[config.mk]
export PLATFORM = sky130hd
export DESIGN_NAME = cmd_cfg
export DESIGN_NICKNAME = d
export VERILOG_FILES = /design/src/rtl/cmd_cfg.sv
export SDC_FILE = /design/constraint.sdc
export NUM_CORES = 1
export LEC_CHECK = 0
export BUFFER_PORTS_ARGS = -buffer_cell sky130_fd_sc_hd__buf_2
export CAP_MARGIN = 10
export CORE_MARGIN = 2
export CORE_UTILIZATION = 30
export DETAILED_ROUTE_END_ITERATION = 10
export PLACE_DENSITY = 0.48
export SLEW_MARGIN = 20
export SYNTH_ARGS = -nofsm -noshare
export SYNTH_HDL_FRONTEND = slang
export SYNTH_SLANG_ARGS = --single-unit
[constraint.sdc]
create_clock -name clk -period 2.65 [get_ports clk]
set_input_delay 0.795 -clock clk [delete_from_list [all_inputs] [get_ports clk]]
set_output_delay 0.795 -clock clk [all_outputs]
set_load 0.02 [all_outputs]
[src/rtl/cmd_cfg.sv]
// ============================================================================
// cmd_cfg -- command decoder, setpoint registers and watchdog for the flight core
// Rev 1.0
// ============================================================================
`default_nettype none

module cmd_cfg #(
  parameter int         WD_W = 26,
  parameter logic [7:0] ACK  = 8'hA5,
  parameter logic [7:0] NAK  = 8'hEE
) (
  input  logic        clk,
  input  logic        rst,
  input  logic        cmd_rdy,
  input  logic [7:0]  cmd,
  input  logic [15:0] data,
  output logic        clr_cmd_rdy,
  output logic [7:0]  resp,
  output logic        send_resp,
  input  logic        resp_sent,
  input  logic [7:0]  batt,
  input  logic        cal_done,
  output logic        strt_cal,
  output logic        inertial_cal,
  output logic [15:0] d_ptch,
  output logic [15:0] d_roll,
  output logic [15:0] d_yaw,
  output logic [8:0]  thrst,
  output logic        mtrs_off
);

  localparam logic [7:0] OP_SET_PTCH  = 8'h01;
  localparam logic [7:0] OP_SET_ROLL  = 8'h02;
  localparam logic [7:0] OP_SET_YAW   = 8'h03;
  localparam logic [7:0] OP_GET_BATT  = 8'h04;
  localparam logic [7:0] OP_SET_THRST = 8'h05;
  localparam logic [7:0] OP_CALIBRATE = 8'h06;
  localparam logic [7:0] OP_EMER_LAND = 8'h07;
  localparam logic [7:0] OP_MTRS_OFF  = 8'h08;

  localparam logic [WD_W-1:0] WD_ONE = {{(WD_W-1){1'b0}}, 1'b1};
  localparam logic [WD_W-1:0] WD_MAX = {WD_W{1'b1}};
  localparam logic [WD_W-1:0] WD_PRE = WD_MAX - WD_ONE;

  typedef enum logic [1:0] {
    IDLE      = 2'd0,
    CAL_WAIT  = 2'd1,
    RESP_WAIT = 2'd2
  } state_t;

  state_t            state_q, state_d;
  logic [WD_W-1:0]   wd_cnt_q, wd_cnt_d;
  logic [15:0]       d_ptch_q, d_ptch_d, d_roll_q, d_roll_d, d_yaw_q, d_yaw_d;
  logic [8:0]        thrst_q, thrst_d;
  logic [7:0]        resp_q, resp_d;
  logic              clr_q, clr_d, send_q, send_d, strt_q, strt_d;
  logic              ical_q, ical_d, mtrs_off_q, mtrs_off_d;
  logic              accept;

  always_comb begin
    state_d    = state_q;
    wd_cnt_d   = wd_cnt_q;
    d_ptch_d   = d_ptch_q;
    d_roll_d   = d_roll_q;
    d_yaw_d    = d_yaw_q;
    thrst_d    = thrst_q;
    resp_d     = resp_q;
    ical_d     = ical_q;
    mtrs_off_d = mtrs_off_q;
    clr_d      = 1'b0;
    send_d     = 1'b0;
    strt_d     = 1'b0;
    accept     = (state_q == IDLE) && cmd_rdy;

    // Expiry fires once, on the edge the counter lands on all-ones; acceptance pre-empts it.
    if (accept) begin
      wd_cnt_d = '0;
    end else begin
      if (wd_cnt_q != WD_MAX) wd_cnt_d = wd_cnt_q + WD_ONE;
      if (wd_cnt_q == WD_PRE) begin
        mtrs_off_d = 1'b1;
        thrst_d    = '0;
      end
    end

    case (state_q)
      IDLE: begin
        if (cmd_rdy) begin
          clr_d   = 1'b1;
          send_d  = 1'b1;
          resp_d  = ACK;
          state_d = RESP_WAIT;
          case (cmd)
            OP_SET_PTCH:  d_ptch_d = data;
            OP_SET_ROLL:  d_roll_d = data;
            OP_SET_YAW:   d_yaw_d  = data;
            OP_GET_BATT:  resp_d   = batt;
            OP_SET_THRST: thrst_d  = data[8:0];
            OP_CALIBRATE: begin
              send_d     = 1'b0;
              resp_d     = resp_q;
              strt_d     = 1'b1;
              ical_d     = 1'b1;
              mtrs_off_d = 1'b0;
              state_d    = CAL_WAIT;
            end
            OP_EMER_LAND: begin
              d_ptch_d = '0;
              d_roll_d = '0;
              d_yaw_d  = '0;
              thrst_d  = '0;
            end
            OP_MTRS_OFF: begin
              mtrs_off_d = 1'b1;
              thrst_d    = '0;
            end
            default:      resp_d = NAK;
          endcase
        end
      end
      CAL_WAIT: begin
        if (cal_done) begin
          ical_d  = 1'b0;
          resp_d  = ACK;
          send_d  = 1'b1;
          state_d = RESP_WAIT;
        end
      end
      RESP_WAIT: begin
        if (resp_sent) state_d = IDLE;
      end
      default: state_d = IDLE;
    endcase
  end

  always_ff @(posedge clk) begin
    if (rst) begin
      state_q    <= IDLE;
      wd_cnt_q   <= '0;
      d_ptch_q   <= '0;
      d_roll_q   <= '0;
      d_yaw_q    <= '0;
      thrst_q    <= '0;
      resp_q     <= 8'h00;
      clr_q      <= 1'b0;
      send_q     <= 1'b0;
      strt_q     <= 1'b0;
      ical_q     <= 1'b0;
      mtrs_off_q <= 1'b1;
    end else begin
      state_q    <= state_d;
      wd_cnt_q   <= wd_cnt_d;
      d_ptch_q   <= d_ptch_d;
      d_roll_q   <= d_roll_d;
      d_yaw_q    <= d_yaw_d;
      thrst_q    <= thrst_d;
      resp_q     <= resp_d;
      clr_q      <= clr_d;
      send_q     <= send_d;
      strt_q     <= strt_d;
      ical_q     <= ical_d;
      mtrs_off_q <= mtrs_off_d;
    end
  end

  assign clr_cmd_rdy  = clr_q;
  assign resp         = resp_q;
  assign send_resp    = send_q;
  assign strt_cal     = strt_q;
  assign inertial_cal = ical_q;
  assign d_ptch       = d_ptch_q;
  assign d_roll       = d_roll_q;
  assign d_yaw        = d_yaw_q;
  assign thrst        = thrst_q;
  assign mtrs_off     = mtrs_off_q;

endmodule

`default_nettype wire

==> results.sh <==
export IMPL_syn2layout_area_growth_pct=26.88
export IMPL_nFillCells=1392
export IMPL_die_y_um=121.1
export IMPL_grt_pass1_vias=3720
export IMPL_use_met1=0.2187
export IMPL_grt_first_pass_wirelength_mm=19.16
export IMPL_hpwl_mm=8.755
export IMPL_cts_path_max_buffers=2
export IMPL_leakage_nw=2.029
export IMPL_fin_ws_ps=511.0
export IMPL_post_cts_setup_buffers=0
export IMPL_hold_viol=0
export IMPL_hold_class="flip-flop to flip-flop"
export IMPL_use_met3=0.03853
export IMPL_busiest_layer="met2"
export IMPL_path_cells="nand4_2 -> or4_1 -> or4_1 -> or3_1 -> a21oi_1"
export IMPL_rrSetupSlack_ps=510
export IMPL_drt_pass1_iter_count=4
export IMPL_cp_top_family="simple AND/OR/NAND/NOR gates"
export IMPL_switching_share=0.2310
export IMPL_critical_path_endpoint_type="flip-flop"
export IMPL_via_per_inst=4.969
export IMPL_slew_violations=0
export IMPL_instances_no_fill=782
export IMPL_pwr_share_comb=0.055
export IMPL_synth_edf_count=0
export IMPL_critPathBufInv=0
export IMPL_numCtsBuffers=9
export IMPL_cp_start_kind="flip-flop"
export IMPL_drt_iter0_drc=177
export IMPL_antennaDiodeCount=0
export IMPL_dp_cells=767
export IMPL_synth_cell_area_sq_mm=0.004115
export IMPL_syn_nets=537
export IMPL_place_congestion=0.8415
export IMPL_multi_input_area_sq_mm=0.001999
export IMPL_grt_start_max_net_pins=49
export IMPL_grt_usage=0.1672
export IMPL_tns_ps=0
export IMPL_cap_violations=0
export IMPL_p_int_mw=2.387
export IMPL_r2r_start="wd_cnt_q[7]"
export IMPL_clock_root_buffer="clkbuf_16"
export IMPL_crit_path_frequent_cell="or4_1"
export IMPL_cp_required_ps=2940
export IMPL_final_antenna_net_count=0
export IMPL_overflow=0
export IMPL_period_minus_slack_ps=2139
export IMPL_cp_arrival_ps=2430
export IMPL_syn_inst=498
export IMPL_placed_cell_area_sq_mm=0.004898
export IMPL_cp_slowest_cell="or4_1"
export IMPL_finalCritPeriodShare=0.8072
export IMPL_design_die_area_sq_mm=0.01467
export IMPL_postLayoutCellArea_sq_mm=0.005221
export IMPL_startpoint="wd_cnt_q[7]"
export IMPL_final_cell_mix="106 x buf_2, 98 x dfxtp_1, 65 x a21oi_1"
export IMPL_cts_resized=0
export IMPL_worstSetupPathType="flip-flop to flip-flop"
export IMPL_wirelength_mm=11.77
export IMPL_power_frac_clock=0.462
export IMPL_pre_cts_ws_ps=157.5
export IMPL_tightest_slew_ps=670.6
export IMPL_hp_start="d_yaw[9]"
export IMPL_power_density_mw_per_mm2=594.5
export IMPL_holdBufCountCts=0
export IMPL_htree_levels=3
export IMPL_worst_path_max_fanout=6
export IMPL_clk_pin_slew_ps=70
export IMPL_port_buffers=106
export IMPL_ys_warn_count=0
export IMPL_synth_area_per_cell_sq_um=8.263
export IMPL_max_freq_mhz=467.5
export IMPL_fin_total_pwr_mw=3.104
export IMPL_io_pin_count=107
export IMPL_relSlewSlack=0.5488
export IMPL_vias=3886
export IMPL_grt_setup_unrepaired="false"
export IMPL_drive_gt1_frac=0.2459
export IMPL_clock_sink_count=98
export IMPL_cts_tree="built"
export IMPL_use_met2=0.2651
export IMPL_async_flop_share=0
export IMPL_regArea_sq_mm=0.001962
export IMPL_peakVddDrop_mv=0.2941
export IMPL_final_common_cell="buf_2"
export IMPL_switchingPower_uw=716.9
export IMPL_insertion_delay_ps=350
export IMPL_antenna_found_initial=0
export IMPL_ys_flop_type="dfxtp_1"
export IMPL_start_util=0.3095
export IMPL_ys_types=45
export IMPL_p_seq_frac=0.483
export IMPL_clock_skew_ps=7.912
export IMPL_core_sq_mm=0.01330
export IMPL_seq_area_frac_synth=0.4767
export IMPL_die_width_um=121.1
export IMPL_nets=641
export IMPL_critPathMaxStageDelay_ps=550
export IMPL_finalSetupViolations=0
export IMPL_ys_ff_latch=98
export IMPL_drcViolationCount=0
export IMPL_num_rows=42
export IMPL_routedWlPerCell_um=15.05
export IMPL_status="complete, no violations"
[power groups by stage]
stage               Clock (mW)  Sequential (mW)  Combinational (mW)
floorplan                    0             1.55              0.0781
detailed placement           0             1.53               0.173
global placement             0             1.53               0.171
global route              1.53             1.50               0.189
finish                    1.43             1.50               0.172
CTS                       1.48             1.50               0.173
[cell type report]
class,instances,share of cell area
Inverter,9,0.006470
Multi-Input combinational cell,361,0.3829
Timing Repair Buffer,123,0.1308
Clock buffer,9,0.04313
Tap cell,176,0.04218
Clock inverter,6,0.01869
Sequential cell,98,0.3757
[worst reg2reg max path, cell delays in order, from the launching register on]
cell     delay [ps]
dfxtp_1         440
nand4_2         190
or4_1           450
or4_1           550
or3_1           320
a21oi_1         140
[stage by stage]
| step | hold WS, ps | utilization |
|---|---|---|
| after floorplan | 458.4 | - |
| after global placement | 440.4 | 0.3684 |
| after detailed placement | 443.5 | 0.3684 |
| after CTS | 453.7 | 0.3927 |
| after global routing | 475.8 | 0.3927 |
| final | 451.2 | 0.3927 |
[per-layer routing]
layer,part of all wire,up-vias
met4,0.019,0
li1,-,1986
met3,0.049,17
met5,0,-
met1,0.47,1800
met2,0.46,83
[registers in the layout (all words and copies together) (netlist names)]
name,cells
d_roll,16
thrst,9
state_q,2
send_resp,1
clr_cmd_rdy,1
wd_cnt_q,26
mtrs_off,1
resp,8
inertial_cal,1
d_yaw,16
d_ptch,16
strt_cal,1
[synthesized netlist by cell type (2+ instances only)]
cell       n  share of area
nor4_1    11          0.017
clkbuf_1  23          0.021
nand2_1   63          0.057
nand3_1   63          0.077
or3_1      5         0.0076
a21oi_1   65          0.079
inv_1      9         0.0082
nor3_1    11          0.013
and2_1     2         0.0030
ha_1       2         0.0061
o21ai_0   18          0.022
xor2_1    10          0.021
dfxtp_1   98           0.48
buf_2      3         0.0036
or4_1      5         0.0091
a211oi_1   5         0.0091
nand4_1    7          0.011
clkbuf_2   3         0.0036
o211ai_1   4         0.0073
nor3_2     2         0.0049
and3_2     2         0.0036
mux2i_1    2         0.0049
o221a_2    2         0.0055
nand2b_1   4         0.0061
a22o_1    12          0.026
nor2b_1    3         0.0046
and3_1     4         0.0061
nor2_1    33          0.030
and4b_1    2         0.0049
and4_1     4         0.0085
xnor2_1    7          0.015
[kinds of logic (layout without fill, tap and decap cells)]
logic type	after synthesis	count (layout)	share of synthesized area
xor gates and xnor gates	17	17	0.03618
AOI/OAI and AO/OA	110	110	0.1548
DFF	98	98	0.4767
adders and majority gates	2	2	0.006080
buffers and inverters	39	147	0.03739
muxes	2	2	0.004865
and+or+nand+nor	230	230	0.2840
[path summary, 6_finish.rpt]
path,cells after the start,end
setup / recovery,5,wd_cnt_q[23]
hold / removal,2,d_yaw[9]
setup reg to reg,5,wd_cnt_q[23]
hold reg to reg,2,d_yaw[9]
(Power assumes the default switching activity.)
